--- config.mk ---
export PLATFORM = sky130hd
export DESIGN_NAME = sd_sec_read_arbiter
export DESIGN_NICKNAME = d
export VERILOG_FILES = /design/src/rtl/sd_sec_read_arbiter.sv
export SDC_FILE = /design/constraint.sdc
export NUM_CORES = 1
export LEC_CHECK = 0
export BUFFER_PORTS_ARGS = -buffer_cell sky130_fd_sc_hd__buf_2
export CAP_MARGIN = 40
export CORE_AREA = 8 8 133 135
export DETAILED_ROUTE_END_ITERATION = 7
export DIE_AREA = 0 0 141 143
export PLACE_DENSITY = 0.42
export SETUP_SLACK_MARGIN = 0.1
export SYNTH_ARGS = -nofsm -noshare
export SYNTH_HDL_FRONTEND = slang
export SYNTH_SLANG_ARGS = --single-unit
export TNS_END_PERCENT = 30
--- constraint.sdc ---
create_clock -name clk -period 4.8 [get_ports clk]
set_input_delay 0.24 -clock clk [delete_from_list [all_inputs] [get_ports clk]]
set_output_delay 0.24 -clock clk [all_outputs]
set_load 0.02 [all_outputs]
--- src/rtl/sd_sec_read_arbiter.sv ---
// sd_sec_read_arbiter: round-robin sharing of the SD sector-read port between two requesters
module sd_sec_read_arbiter #(
  parameter int ADDR_W         = 32,
  parameter int TIMEOUT_CYCLES = 16777216
) (
  input  logic              clk,
  input  logic              rst,
  input  logic              sd_init_done,
  input  logic              req0_read,
  input  logic [ADDR_W-1:0] req0_addr,
  output logic [7:0]        req0_data,
  output logic              req0_data_valid,
  output logic              req0_end,
  output logic              req0_timeout,
  input  logic              req1_read,
  input  logic [ADDR_W-1:0] req1_addr,
  output logic [7:0]        req1_data,
  output logic              req1_data_valid,
  output logic              req1_end,
  output logic              req1_timeout,
  output logic              sd_sec_read,
  output logic [ADDR_W-1:0] sd_sec_read_addr,
  input  logic [7:0]        sd_sec_read_data,
  input  logic              sd_sec_read_data_valid,
  input  logic              sd_sec_read_end,
  output logic              busy,
  output logic              grant
);
  typedef enum logic [1:0] {IDLE, BUSY, RELEASE} state_t;
  localparam logic [31:0] CNT_LAST = 32'(TIMEOUT_CYCLES - 1);
  state_t            state_q, state_d;
  logic              sd_sec_read_q, sd_sec_read_d;
  logic [ADDR_W-1:0] addr_q, addr_d;
  logic              grant_q, grant_d;
  logic              last_grant_q, last_grant_d;
  logic [31:0]       cnt_q, cnt_d;
  logic              timeout_q, timeout_d;
  logic              winner;
  logic              route0, route1;
  // next-state: arbitrate in IDLE, watch for end or watchdog expiry in BUSY, one-cycle RELEASE
  always_comb begin
    state_d       = state_q;
    sd_sec_read_d = sd_sec_read_q;
    addr_d        = addr_q;
    grant_d       = grant_q;
    last_grant_d  = last_grant_q;
    cnt_d         = cnt_q;
    timeout_d     = 1'b0;
    winner        = (req0_read && req1_read) ? ~last_grant_q : req1_read;
    case (state_q)
      IDLE: if (sd_init_done && (req0_read || req1_read)) begin
        grant_d       = winner;
        last_grant_d  = winner;
        addr_d        = winner ? req1_addr : req0_addr;
        sd_sec_read_d = 1'b1;
        cnt_d         = '0;
        state_d       = BUSY;
      end
      BUSY: begin
        cnt_d = (cnt_q == '1) ? cnt_q : cnt_q + 32'd1;
        if (sd_sec_read_end || cnt_q >= CNT_LAST) begin
          sd_sec_read_d = 1'b0;
          timeout_d     = ~sd_sec_read_end;
          state_d       = RELEASE;
        end
      end
      default: state_d = IDLE;
    endcase
  end
  // state register, asynchronously cleared so a mid-transfer reset drops everything at once
  always_ff @(posedge clk or posedge rst) begin
    if (rst) begin
      state_q       <= IDLE;
      sd_sec_read_q <= 1'b0;
      addr_q        <= '0;
      grant_q       <= 1'b0;
      last_grant_q  <= 1'b1;
      cnt_q         <= '0;
      timeout_q     <= 1'b0;
    end else begin
      state_q       <= state_d;
      sd_sec_read_q <= sd_sec_read_d;
      addr_q        <= addr_d;
      grant_q       <= grant_d;
      last_grant_q  <= last_grant_d;
      cnt_q         <= cnt_d;
      timeout_q     <= timeout_d;
    end
  end
  assign route0           = (state_q == BUSY) && !grant_q;
  assign route1           = (state_q == BUSY) && grant_q;
  assign req0_data        = route0 ? sd_sec_read_data : 8'd0;
  assign req0_data_valid  = route0 && sd_sec_read_data_valid;
  assign req0_end         = route0 && sd_sec_read_end;
  assign req0_timeout     = timeout_q && !grant_q;
  assign req1_data        = route1 ? sd_sec_read_data : 8'd0;
  assign req1_data_valid  = route1 && sd_sec_read_data_valid;
  assign req1_end         = route1 && sd_sec_read_end;
  assign req1_timeout     = timeout_q && grant_q;
  assign sd_sec_read      = sd_sec_read_q;
  assign sd_sec_read_addr = addr_q;
  assign busy             = state_q != IDLE;
  assign grant            = grant_q;
endmodule
==> results.md, run 1 <==
* Status: completed
* Commonest non-fill, non-tap cells in the layout: 136 x buf_2, 69 x dfrtp_1, 63 x nand2_1
* Placed wire-length estimate at 8880 um
* Warnings, synthesis at 0
* CP startpoint kind: flip-flop
* Top-Level Pins at 136
* Top cell type by total area after synthesis: dfrtp_1
* Buf/Inv on CP at 0
* DIE WIDTH at 141 um
* Compound-Gate Fraction of Synth Area at 16.9%
* Final setup skew at 0.00881 ns
* Post-Synth XOR/XNOR Area at 0.685%
* CTS tree: yes
* Post-DRT Antenna Nets at 0
* Critical Path Stages at 6
* Clock-pin transition on the worst setup and hold timing paths at 0.06 ns
* Syn Inst Count at 419
* Vias at 3551
* CTS Root Cell: clkbuf_16
* Post-synth EDFFs at 0
* Top-area cell type share of the netlist area at 45.0%
* Gr ovfl total at 0
* Drt total wl at 11900 um
* Maximum clock frequency at 379 MHz
* Worst hold path stage count at 2
* Num CTS Buffers at 9
* Die height at 143 um
* Sequential-to-total area share from yosys stat at 45.7%
* Final Max Tran Viols at 0
* Final period utilization at 55.0%
* Clock buffer depth at 2
* Crit path max-delay cell type: o31ai_4
* Largest cells by area after synthesis: dfrtp_1 45%, mux2i_1 8.6%, o21ai_0 6.5%
* Synthesized area at 3830 um2
* Avg WL per Cell at 15.5 um
* Antenna violations before repair at 0
* Worst vdd ir at 0.000265 V
* RSZ-0062 raised after global routing: false
* Slew @ Worst Pin at 0.879 ns
* Setup TNS at 0 ns
* DR DRC count at 0
* Fin crit period at 2.64 ns
* Power, Total at 2.77 mW
* R2R cell count at 6
* Crit-path cells: ha_1 > nand3_2 > or3_1 > o31ai_4 > o21ai_0 > o31ai_1
* Die area at 20200 um2
* WP data required at 5.04 ns
* Setup ws final at 2.16 ns
* Largest net degree at the start of global routing at 64
* Setup WS pre-CTS at 2.17 ns
* Total GRT Usage at 11.9%
* Mux cell area share after synthesis at 8.62%
* Max incr delay on CP at 0.85 ns
* N_diodes at 0
* P_leak at 2.44 nW
* Row count at 46
* Top_reg_cell synth: dfrtp_1
* Max Cap Viol at 0
* Nets at 626
* Post-Syn Nets at 499
* Iter 0 DRT Violations at 228
* Setup Viol. Count Final at 0
* Cell family with most CP delay: compound AO/OA/AOI/OAI gates
* Share of post-route cells with drive strength above 1 at 31.2%
* Worst slew margin at 41.4%
* Gp weighted congestion at 0.743
* Final core occ at 32.3%
* DP Area at 4740 um2
* First-pass GRT wire length at 19100 um
* Power Dens Cells at 549 nW/um2
* Synth Area in Simple Gates at 23.7%
* Port bufs at 135
* Asr flop ratio synth at 100%
* Critical Path Sink Type: flip-flop
* Post-CTS Setup Bufs at 0
* H-tree depth at 3
* Via density at 4.63
* CP max FO at 19
* Finished Cell Area at 5040 um2
* Synth Area in Adders at 0.326%
* Clock sink total at 70
* Worst hold path type: input port to flip-flop
* Largest family of logic cells by synthesized area: simple AND/OR/NAND/NOR gates
* Post-Syn Area per Cell at 9.15 um2
* Pre-antenna DRT Iters at 4
* Starting Density at 24.6%
* Core Box Area at 15600 um2
* Commonest non-fill, non-tap cell in the layout: buf_2
* Synth cell types at 57
* Vias in the first global route at 3662
* Clock latency on the worst-skew pair at 0.34 ns
* WP data arrival at 2.88 ns
* Crit Path Category: flip-flop to flip-flop
* Area delta synth->final at 31.6%
* Final hold vios at 0
* Seq cells post-synth at 70
metal layers:
metal	vias to the layer above	global-route usage [%]	share of wire (%)	routed length, um
li1	1764	-	-	-
met3	14	3.67	6.2	742
met2	112	19.3	48	5710
met5	-	0	0	0
met4	0	4.92	1.6	192
met1	1661	14.4	44	5250
Yosys cell counts, types with 2 or more instances:
| cell | count |
|---|---|
| buf_1 | 5 |
| nand3_2 | 2 |
| nand3_1 | 14 |
| mux2i_1 | 33 |
| nor2_1 | 28 |
| clkbuf_1 | 15 |
| or3_1 | 6 |
| nor3_2 | 2 |
| buf_2 | 4 |
| nand2_1 | 64 |
| o31ai_1 | 5 |
| and2_1 | 11 |
| o211ai_1 | 5 |
| xnor2_1 | 2 |
| a32oi_1 | 2 |
| or4_1 | 5 |
| nand4_4 | 2 |
| a31oi_1 | 4 |
| buf_4 | 2 |
| o22ai_1 | 3 |
| dfrtp_1 | 69 |
| and3_1 | 16 |
| o21ai_0 | 50 |
| nand4_1 | 8 |
| o311ai_0 | 3 |
| o311ai_1 | 2 |
| nor4_1 | 2 |
| a21oi_1 | 16 |
| nor3_1 | 2 |
| inv_1 | 10 |
cell families (layout without fill, tap and decap cells):
| kind of cell | after synthesis | after routing |
|---|---|---|
| flip-flops | 70 | 70 |
| AND/OR/NAND/NOR | 173 | 173 |
| XOR/XNOR | 3 | 3 |
| multiplexers | 33 | 33 |
| adder cells (fa/ha/maj) | 1 | 1 |
| AO/OA/AOI/OAI | 102 | 102 |
| buffers and inverters | 37 | 169 |
timing repair:
action | in CTS | in global routing
endpoints found under the setup margin | 0 | 0
hold buffers | 1 | 0
resized for setup | 0 | 0
endpoints found under the hold margin | 16 | 0
power breakdown:
group	switching [mW]	leakage (nW)	internal, mW
Sequential	0.109	0.910	0.765
Combinational	0.839	1.39	0.388
Clock	0.263	0.140	0.404
worst reg2reg max path, cell delays in order, from the launching register on:
cell     delay [ns]
dfrtp_1        0.40
ha_1           0.22
nand3_2        0.15
or3_1          0.60
o31ai_4        0.85
o21ai_0        0.22
o31ai_1        0.10
through the flow:
| step | hold slack [ns] | std cells |
|---|---|---|
| 4_1_cts | 0.121 | 767 |
| 5_1_grt | 0.145 | 767 |
| 6_report | 0.130 | 767 |
| 3_3_place_gp | 0.459 | 748 |
| 2_1_floorplan | 0.310 | 419 |
| 3_5_place_dp | 0.273 | 750 |
path summary, 6_finish.rpt:
| path | from | to | slack (ns) |
|---|---|---|---|
| max | cnt_q[0] | cnt_q[21] | 2.16 |
| max in group asynchronous | rst | sd_sec_read_addr[10] | 3.64 |
| min | sd_sec_read_end | timeout_q | 0.13 |
| max reg2reg | cnt_q[0] | cnt_q[21] | 2.16 |
| min in group asynchronous | rst | cnt_q[10] | 0.46 |
| min reg2reg | sd_sec_read_addr[11] | sd_sec_read_addr[11] | 0.47 |
state kept, by name, indices dropped and copies added, names as in the netlist:
| register | flops |
|---|---|
| state_q | 2 |
| sd_sec_read_addr | 32 |
| grant | 1 |
| cnt_q | 32 |
| sd_sec_read | 1 |
| last_grant_q | 1 |
| timeout_q | 1 |
layout make-up:
type / instances / area, um2
Clock inverter: 5 / 60.1
Inverter: 10 / 37.5
Clock buffer: 11 / 233
Multi-Input combinational cell: 312 / 1940
Sequential cell: 70 / 1750
Fill cell: 1658 / 10600
Tap cell: 216 / 270
Timing Repair Buffer: 143 / 748
No activity file was read; power rests on OpenSTA's default activity.
==> run 2, diff against run 1 <==
- ABC_AREA: unset -> 1
- CORE_AREA: 8 8 133 135 -> 8 8 136 138
- DIE_AREA: 0 0 141 143 -> 0 0 144 146
- clock period: 4.8 -> 2.61 ns (I/O delays scaled with it)
==> run 2 against run 1 <==
Against the previous run:
- first-iteration DRC count shrank 29%
- die area is 4.3% higher
- sequential power up 79%
- synthesized cell count up 37%
- cell count grew 22%
- global-route usage is 1.1 points higher
- largest cell class unchanged
- highest routed layer unchanged
==> results.md, run 2 <==
* Post-Syn Nets at 655 (+31%)
* Warnings, synthesis at 0 (unchanged)
* Drt total wl at 12900 um (+8.6%)
* CTS Root Cell: clkbuf_16
* Row count at 47 (+2.2%)
* Flop pwr share at 34.4% (+2.8 points)
* Sequential-to-total area share from yosys stat at 43.7% (-2.0 points)
* Synthesized area at 4010 um2 (+4.6%)
* Share of post-route cells with drive strength above 1 at 24.0% (-7.2 points)
* Pre-antenna DRT Iters at 4 (unchanged)
* Largest net degree at the start of global routing at 71 (+11%)
* Critical Path Sink Type: flip-flop
* Crit Path Category: flip-flop to flip-flop
* Placed wire-length estimate at 9760 um (+9.9%)
* DIE WIDTH at 144 um (+2.1%)
* First-pass GRT wire length at 21800 um (+14%)
* Hold Slack at 0.0441 ns (-0.0855 ns)
* DP Area at 4920 um2 (+3.8%)
* Top_reg_cell synth: dfrtp_1
* Post-Syn Area per Cell at 6.98 um2 (-24%)
* Top cell type by total area after synthesis: dfrtp_1
* Slew @ Worst Pin at 0.541 ns (-0.337 ns)
* Area delta synth->final at 30.7%
* WP data arrival at 2.26 ns (-0.62 ns)
* Crit path max-delay cell type: dfrtp_1
* Crit-path cells: ha_1 > nand2_1 > nor2_4 > nand2_2 > nor2_8 > nand3_4 > nand2_2 > inv_1 > nand3_1 > nand2_1
* Asr flop ratio synth at 100% (unchanged)
* Internal at 2.71 mW (+74%)
* Worst vdd ir at 0.000380 V (+44%)
* RSZ-0062 raised after global routing: false
* CP startpoint kind: flip-flop
* Post-synth EDFFs at 0 (unchanged)
* Net Sw Power at 1.86 mW (+53%)
* Seq cells post-synth at 70 (unchanged)
* Clock buffer depth at 2 (unchanged)
* Worst hold path type: input port to flip-flop
* Starting Density at 24.6% (+0.047 points)
* Core Box Area at 16300 um2 (+4.4%)
* CTS tree: yes
* Synth cell types at 32 (-44%)
* Num CTS Buffers at 9 (unchanged)
* Port bufs at 135 (unchanged)
* Commonest non-fill, non-tap cells in the layout: 172 x nand2_1, 135 x buf_2, 107 x nor2_1
* Setup Viol. Count Final at 0 (unchanged)
* Setup TNS at 0 ns (unchanged)
* Final setup skew at 0.00924 ns (+0.000431 ns)
* Via density at 4.34 (-6.4%)
* H-tree depth at 3 (unchanged)
* Max incr delay on CP at 0.42 ns (-0.43 ns)
* Nets at 788 (+26%)
* N_diodes at 0 (unchanged)
* Top-area cell type share of the netlist area at 43.0% (-2.0 points)
* Fraction of power spent switching nets at 40.7% (-3.1 points)
* Final period utilization at 77.5% (+23 points)
* Post-DRT Antenna Nets at 0 (unchanged)
* Synth cell count leaders: 172 x nand2_1, 107 x nor2_1, 69 x dfrtp_1, 49 x inv_1, 44 x o21ai_1
* Antenna violations before repair at 0 (unchanged)
* Power, Total at 4.56 mW (+65%)
* Top-Level Pins at 136 (unchanged)
* Power Dens Cells at 870 nW/um2 (+59%)
* Maximum clock frequency at 494 MHz (+31%)
* Clock power frac at 28.0% (+3.9 points)
* Comb power frac at 37.6% (-6.7 points)
* Largest cells by area after synthesis: dfrtp_1 43%, nand2_1 16%, nor2_1 10%
* Fin crit period at 2.02 ns (-0.617 ns)
* Max Cap Viol at 0 (unchanged)
* Avg WL per Cell at 13.8 um (-11%)
* Vias in the first global route at 4252 (+16%)
* Commonest non-fill, non-tap cell in the layout: nand2_1
* Cell family with most CP delay: simple AND/OR/NAND/NOR gates
* CP max FO at 16 (-3)
* DR DRC count at 0 (unchanged)
* Total GRT Usage at 13.0% (+1.1 points)
* Finished Cell Area at 5240 um2 (+3.9%)
* Post_cts resized at 0 (unchanged)
* Gr ovfl total at 0 (unchanged)
* Buf/Inv on CP at 1 (+1)
* Top-count cell post-synth: nand2_1
* Clock sink total at 70 (unchanged)
* Gp weighted congestion at 0.800 (+7.7%)
* Final hold vios at 0 (unchanged)
* Die height at 146 um (+2.1%)
* Final Max Tran Viols at 0 (unchanged)
* Vias at 4045 (+14%)
* Die area at 21000 um2 (+4.3%)
* WP data required at 2.84 ns (-2.20 ns)
* Iter 0 DRT Violations at 162 (-29%)
* Clock latency on the worst-skew pair at 0.34 ns (about the same)
* Worst slew margin at 63.9% (+22 points)
* Syn Inst Count at 575 (+37%)
* P_leak at 2.54 nW (+4.1%)
* Clock-pin transition on the worst setup and hold timing paths at 0.06 ns (about the same)
* Status: completed
## run 2: changes by cell type after synthesis, moves of 12 or more
cell and delta:
nand3_1 +12, and3_1 -16, nor2_1 +79, mux2i_1 -33
inv_1 +39, o21ai_1 +44, nand2_1 +108
## run 2: power groups by stage
stage	clock, mW	sequential, mW	combinational (mW)
final	1.28	1.57	1.72
after global placement	0	1.59	1.72
after CTS	1.32	1.57	1.75
after floorplan	0	1.89	0.815
after detailed placement	0	1.58	1.75
after global routing	1.37	1.62	1.92
## run 2: worst paths after layout
path | startpoint | to | slack (ns) | cells after the start
max reg2reg | cnt_q[0] | cnt_q[31] | 0.59 | 10
min in group asynchronous | rst | sd_sec_read_addr[8] | 0.43 | 4
min reg2reg | last_grant_q | last_grant_q | 0.48 | 2
max | cnt_q[0] | cnt_q[31] | 0.59 | 10
min | req1_addr[11] | sd_sec_read_addr[11] | 0.04 | 3
max in group asynchronous | rst | cnt_q[7] | 1.87 | 4
## run 2: logic make-up (layout without fill, tap and decap cells)
kind of cell / Yosys count / after routing / synth area share, %
flops: 70 / 70 / 43.7
simple gates: 327 / 327 / 33.7
buf+inv: 71 / 209 / 7.64
xor+xnor: 14 / 14 / 3.06
compound gates: 92 / 92 / 11.6
fa+ha+maj: 1 / 1 / 0.312
## run 2: what timing repair did
action | CTS | global route
hold buffers | 1 | 0
endpoints found under the hold margin | 69 | 0
buffers inserted | 0 | 0
## run 2: final cells by class
cell class              count  area [um2]
clock buffers              11         253
clock inverters             5        57.6
fillers                  1834       11000
inverters                  52         195
multi-input cells         434        1950
flip-flops and latches     70        1750
well taps                 220         275
repair buffers            141         756
## run 2: tightest hold or removal path, delay by kind of cell
kind / cells / cell delay [ns]
simple gates: 1 / 0.03
buf+inv: 1 / 0.07
compound gates: 1 / 0.11
## run 2: stage by stage
step,util (%),std cells,setup slack (ns)
finish,32.2,933,0.587
global route,32.2,933,0.344
CTS,32.2,933,0.553
detailed placement,30.2,916,0.566
global placement,30.0,915,0.628
floorplan,-,575,0.713
## run 2: per-layer routing
metal	part of all wire [%]	vias up	GRT usage, %	wire (um)
met2	45	101	20.5	5790
li1	-	2073	-	-
met3	7.2	21	4.82	930
met1	46	1850	15.7	5930
met4	2.1	0	4.89	265
met5	0	-	0	0
